<file path="src/rtl/rs232_pkg.sv">
// Shared definitions for the RS232 receive path.
//   rx_state_e : receiver FSM states
//   DATA_BITS  : payload bits per frame (8N1)
//   maj3       : 2-of-3 majority vote used for bit decisions
package rs232_pkg;

  typedef enum logic [1:0] {
    IDLE  = 2'd0,
    START = 2'd1,
    DATA  = 2'd2,
    STOP  = 2'd3
  } rx_state_e;

  localparam int unsigned DATA_BITS = 8;

  function automatic logic maj3(input logic a, input logic b, input logic c);
    return (a & b) | (a & c) | (b & c);
  endfunction

endpackage

</file>
<file path="src/rtl/rs232_rx_sync.sv">
// Brings the asynchronous serial line into the i_clk domain.
//   i_clk, i_rst : clock, asynchronous active-high reset
//   i_rx         : raw serial line (idle high)
//   rx_s         : synchronized line
//   fall         : one-cycle 1->0 transition strobe on rx_s
// All flops reset to 1 so an idle line produces no spurious edge.
module rs232_rx_sync (
  input  logic i_clk,
  input  logic i_rst,
  input  logic i_rx,
  output logic rx_s,
  output logic fall
);

  logic meta_q;
  logic sync_q;
  logic dly_q;

  always_ff @(posedge i_clk or posedge i_rst) begin
    if (i_rst) begin
      meta_q <= 1'b1;
      sync_q <= 1'b1;
      dly_q  <= 1'b1;
    end else begin
      meta_q <= i_rx;
      sync_q <= meta_q;
      dly_q  <= sync_q;
    end
  end

  assign rx_s = sync_q;
  assign fall = dly_q & ~sync_q;

endmodule

</file>
<file path="src/rtl/rs232_rx.sv">
// 8N1 UART receiver with 3-sample majority voting around mid-bit.
//   i_clk, i_rst : clock, asynchronous active-high reset
//   i_rx         : serial line, idle high, asynchronous to i_clk
//   o_data       : last good byte, held until the next good byte
//   o_rx_done    : one-cycle pulse when o_data is updated
//   o_frame_err  : one-cycle pulse when the stop bit is sampled low
//   o_busy       : high while a frame is in progress
module rs232_rx
  import rs232_pkg::*;
#(
  parameter logic [14:0] BPS_CNT_MAX = 15'd2604
) (
  input  logic       i_clk,
  input  logic       i_rst,
  input  logic       i_rx,
  output logic [7:0] o_data,
  output logic       o_rx_done,
  output logic       o_frame_err,
  output logic       o_busy
);

  localparam logic [14:0] MID = BPS_CNT_MAX / 15'd2;

  logic rx_s;
  logic fall;

  rs232_rx_sync u_sync (
    .i_clk (i_clk),
    .i_rst (i_rst),
    .i_rx  (i_rx),
    .rx_s  (rx_s),
    .fall  (fall)
  );

  rx_state_e   state_q,   state_d;
  logic [14:0] bps_cnt_q, bps_cnt_d;
  logic [2:0]  bit_idx_q, bit_idx_d;
  logic [7:0]  shift_q,   shift_d;
  logic        samp_a_q,  samp_a_d;
  logic        samp_b_q,  samp_b_d;
  logic [7:0]  data_q,    data_d;
  logic        done_q,    done_d;
  logic        err_q,     err_d;
  logic        busy_q,    busy_d;

  logic decide;
  logic bit_end;
  logic maj;

  always_comb begin
    state_d   = state_q;
    bps_cnt_d = bps_cnt_q;
    bit_idx_d = bit_idx_q;
    shift_d   = shift_q;
    samp_a_d  = samp_a_q;
    samp_b_d  = samp_b_q;
    data_d    = data_q;
    done_d    = 1'b0;
    err_d     = 1'b0;

    decide  = (bps_cnt_q == MID + 15'd1);
    bit_end = (bps_cnt_q == BPS_CNT_MAX - 15'd1);
    // Third vote is the live MID+1 sample, so the decision needs no extra cycle.
    maj     = maj3(samp_a_q, samp_b_q, rx_s);

    if (state_q == IDLE) begin
      bps_cnt_d = '0;
    end else begin
      bps_cnt_d = bit_end ? '0 : bps_cnt_q + 15'd1;
    end

    if (bps_cnt_q == MID - 15'd1) samp_a_d = rx_s;
    if (bps_cnt_q == MID)         samp_b_d = rx_s;

    case (state_q)
      IDLE: begin
        if (fall) state_d = START;
      end
      START: begin
        if (decide && maj) begin
          state_d   = IDLE;
          bps_cnt_d = '0;
        end else if (bit_end) begin
          state_d   = DATA;
          bit_idx_d = '0;
        end
      end
      DATA: begin
        if (decide) shift_d[bit_idx_q] = maj;
        if (bit_end) begin
          if (bit_idx_q == 3'(DATA_BITS - 1)) state_d = STOP;
          else                                bit_idx_d = bit_idx_q + 3'd1;
        end
      end
      STOP: begin
        // Leave at the decision point so a back-to-back start bit is caught.
        if (decide) begin
          state_d   = IDLE;
          bps_cnt_d = '0;
          if (maj) begin
            data_d = shift_q;
            done_d = 1'b1;
          end else begin
            err_d  = 1'b1;
          end
        end
      end
      default: state_d = IDLE;
    endcase

    busy_d = (state_d != IDLE);
  end

  always_ff @(posedge i_clk or posedge i_rst) begin
    if (i_rst) begin
      state_q   <= IDLE;
      bps_cnt_q <= '0;
      bit_idx_q <= '0;
      shift_q   <= '0;
      samp_a_q  <= 1'b0;
      samp_b_q  <= 1'b0;
      data_q    <= '0;
      done_q    <= 1'b0;
      err_q     <= 1'b0;
      busy_q    <= 1'b0;
    end else begin
      state_q   <= state_d;
      bps_cnt_q <= bps_cnt_d;
      bit_idx_q <= bit_idx_d;
      shift_q   <= shift_d;
      samp_a_q  <= samp_a_d;
      samp_b_q  <= samp_b_d;
      data_q    <= data_d;
      done_q    <= done_d;
      err_q     <= err_d;
      busy_q    <= busy_d;
    end
  end

  assign o_data      = data_q;
  assign o_rx_done   = done_q;
  assign o_frame_err = err_q;
  assign o_busy      = busy_q;

endmodule

</file>
<file path="config.mk">
export PLATFORM = sky130hd
export DESIGN_NAME = rs232_rx
export DESIGN_NICKNAME = d
export VERILOG_FILES = /design/src/rtl/rs232_pkg.sv /design/src/rtl/rs232_rx_sync.sv /design/src/rtl/rs232_rx.sv
export SDC_FILE = /design/constraint.sdc
export NUM_CORES = 1
export LEC_CHECK = 0
export ABC_AREA = 1
export BUFFER_PORTS_ARGS = -buffer_cell sky130_fd_sc_hd__buf_2
export CAP_MARGIN = 20
export CORE_ASPECT_RATIO = 0.6
export CORE_UTILIZATION = 43
export CTS_CLUSTER_SIZE = 10
export DETAILED_ROUTE_END_ITERATION = 7
export MAX_ROUTING_LAYER = met4
export PLACE_DENSITY = 0.62
export RECOVER_POWER = 100
export SYNTH_ARGS = -nofsm -noshare
export SYNTH_HDL_FRONTEND = slang
export SYNTH_SLANG_ARGS = --single-unit
</file>
<file path="constraint.sdc">
create_clock -name i_clk -period 4.8 [get_ports i_clk]
set_clock_uncertainty 0.15 [all_clocks]
set_input_delay 0.48 -clock i_clk [delete_from_list [all_inputs] [get_ports i_clk]]
set_output_delay 0.48 -clock i_clk [all_outputs]
set_load 0.02 [all_outputs]
</file>
==> results.md <==
* Status: complete, but fails checks
* Failing checks: capacitance limit, slew limit
* Setup Buffers After CTS at 0
* Worst hold start: i_rx
* Post-Syn Instances at 291
* Tmin final at around 2.5 ns
* Die Span Y at around 60 µm
* #FFs+latches synth at 44
* Sw frac at 0.3213
* Setup ws final at about 2.3 ns
* Post-DRT Antenna Nets at 0
* Combinational power share at 0.164
* GR Overflow Total at 0
* Clk sink count at 44
* Boundary Pins at 14
* Drt total wl at 4.980 mm
* Mux share of post-synthesis cell area at 0
* CTS HTree Levels at 2
* Worst Hold End: u_sync.meta_q
* Synth Net Count at ~300
* Die area at around 5700 µm²
* Wirelength per Cell at ~13 µm
* CTS max path bufs at 2
* Area Overhead vs Synth at 7.567%
* Rel. slew slack at -0.08951
* Mapped Avg Cell Area at 7.898 µm²
* Initial DRC Count at between 150 and 200
* Setup TNS at 0 ns
* VDD IR max at around 0.00013 V
* Core region area at about 5100 µm²
* Via Count at roughly 1800
* Post-route cell area at around 2500 µm²
* Hpwl dp at 3.691 mm
* Pleak at about 0.0012 µW
* Maximum operating frequency at approximately 0.40 GHz
* FF-to-FF End: o_data[4]
* CP max stage delay at around 0.82 ns
* Worst reg2reg path depth at 7
* XOR/XNOR share of the synthesized area at 0.03811
* Hold Crit Class: in -> reg
* Initial antenna violation count at 0
* Simple-gate portion of the synthesized area at 0.3489
* CP Capture Type: flop
* Sequential element share of the synthesized area at 0.4807
* Layout Utilization at 0.4843
* Max-cap violations at 1
* Die Wd at 96.39 µm
* Total Routing Usage GR at 0.2058
* Initial core utilization at 0.4502
* Crit path cell chain: nor2_1 -> nand2_1 -> nor2_1 -> nand2_1 -> nor3_1 -> nand2_1 -> nand2_1
* Post-Syn Area at approximately 2300 µm²
* WP data required at about 4.9 ns
* Clock share of power at 0.290
* Crit Path Class: reg -> reg
* Largest net degree at the start of global routing at 45
* Vias per inst at 4.844
* R2r setup slk at roughly 2.3 ns
* Nets at 319
* Global-route wire length before repair at 8.197 mm
* Count of input and output buffers at 13
* Least-Margin Pin Slew at approximately 1.6 ns
* TritonCTS clock tree: done
* CP arrival at roughly 2.6 ns
* CP most frequent cell: nand2_1
* 1st-pass router iterations at 5
* Root Driver: clkbuf_8
* CP Launch Type: flop
* Synthesis warning total at 0
* Sequential Power Share at 0.546
* Ant. Diodes at 0
* Final Max Tran Viols at 45
* Post-synthesis adder-cell area fraction at 0.02722
* Unrepaired setup endpoints after global routing: false
* DP Area at ~2400 µm²
* Vias in the first global route at 1580
* Largest family of logic cells by synthesized area: simple AND/OR/NAND/NOR gates
* Final hold viol count at 0
* Tcrit/Tclk final at 0.5159
* CTS clk-pin slew, worst paths at about 0.090 ns
* Synth Area in Compound Gates at 0.04083
* DRC at 0
* Internal power at between 500 and 600 µW
* Final setup viols at 0
* Worst-path maximum fanout at 9
* Row cnt at 20
* Post-CTS Hold Buffers at 0
* PwrDens at ~320 nW/µm²
* Count of cell types in the netlist at 26
* RR Startpoint: bps_cnt_q[13]
* CTS Buf Count at 5
* Fraction of layout cells with a size suffix above 1 at 0.09295
* Worst hold path depth at 1
* Routability congestion estimate at 0.8646
* Clk_lat worst skew at approximately 0.3 ns
* Pre-CTS setup slack at 2.911 ns
* Cts repair resizes at 0
* Switching power at between 200 and 300 µW
* Slowest-stage cell, CP: nor3_1
-- synthesized netlist by cell type, drive strengths merged --
cell type,count,area (µm²)
nand4,4,25.02
or2,1,6.260
xnor2,1,8.760
buf,1,5.000
clkinv,1,3.750
nor2,47,215.2
nor3,8,51.30
xor2,9,78.83
nand2,83,329.1
nand3,32,175.2
dfstp,3,78.83
ha,5,62.56
dfrtp,41,1026
o21ai,10,50.04
inv,37,138.9
a21oi,8,43.79
-- placed cells by master (no fill, tap or decap), drive strengths merged --
cell type and count:
dfrtp 41, nor3 8, o21ai 10, ha 5, nand4 4, dfstp 3, nor2 47, a21oi 8
buf 3, clkbuf 16, nand3 32, clkinv 5, nand2 83, or2 1, xnor2 1, xor2 9
inv 36
-- worst max-delay path by stage --
stage,startpoint,end,slack [ns],depth (start not counted)
after CTS,bps_cnt_q[0],o_busy,2.90,8
final,bps_cnt_q[13],o_data[4],2.32,7
after global routing,bps_cnt_q[13],o_data[0],2.09,7
after global placement,bps_cnt_q[0],o_busy,2.89,8
after detailed placement,bps_cnt_q[0],o_busy,2.91,8
after floorplan,i_rst,bit_idx_q[0],3.14,1
-- metrics by stage --
step	std cells	power [µW]	hold WS [ns]
floorplan	291	529.8	0.1952
global placement	370	568.1	0.1989
detailed placement	370	570.6	0.1981
CTS	378	801.5	0.1100
global route	378	837.6	0.1046
finish	378	794.5	0.1214
-- per-layer routing --
metal / global-route usage / vias up / share of wire
met5: - / - / 0
met4: 0.06723 / 0 / 0.0048
met3: 0.05168 / 2 / 0.054
met2: 0.2047 / 39 / 0.34
met1: 0.3614 / 837 / 0.60
li1: - / 953 / -
-- registers in the layout, indices dropped and copies added, names as in the netlist, 2 cells and up --
register and count:
bps_cnt_q 15, state_q 2, shift_q 8, bit_idx_q 3, o_data 8
-- area by class of cell --
class | instances | area (µm²)
inverter | 38 | 142.6
clock buffer | 5 | 68.82
sequential | 44 | 1105
fill | 519 | 2633
tap | 66 | 82.58
clock inverter | 3 | 18.77
multi-input combinational | 208 | 996.0
timing repair buffer | 14 | 58.81
-- logic make-up after synthesis --
logic type | Yosys count
xor gates and xnor gates | 10
and+or+nand+nor | 175
adders and majority gates | 5
AOI/OAI and AO/OA | 18
DFF | 44
buffers and inverters | 39
-- worst max-delay path: cells and delay by family (launching register included) --
kind,cells,cell delay (ns)
simple gates,7,1.85
flops,1,0.41
-- power groups by stage --
stage	Clock, µW	Sequential (µW)	Combinational, µW
2_1_floorplan	0	425	104
6_report	230	434	130
3_5_place_dp	0	439	131
4_1_cts	237	432	132
3_3_place_gp	0	439	129
5_1_grt	252	438	147
(Power assumes the default switching activity.)
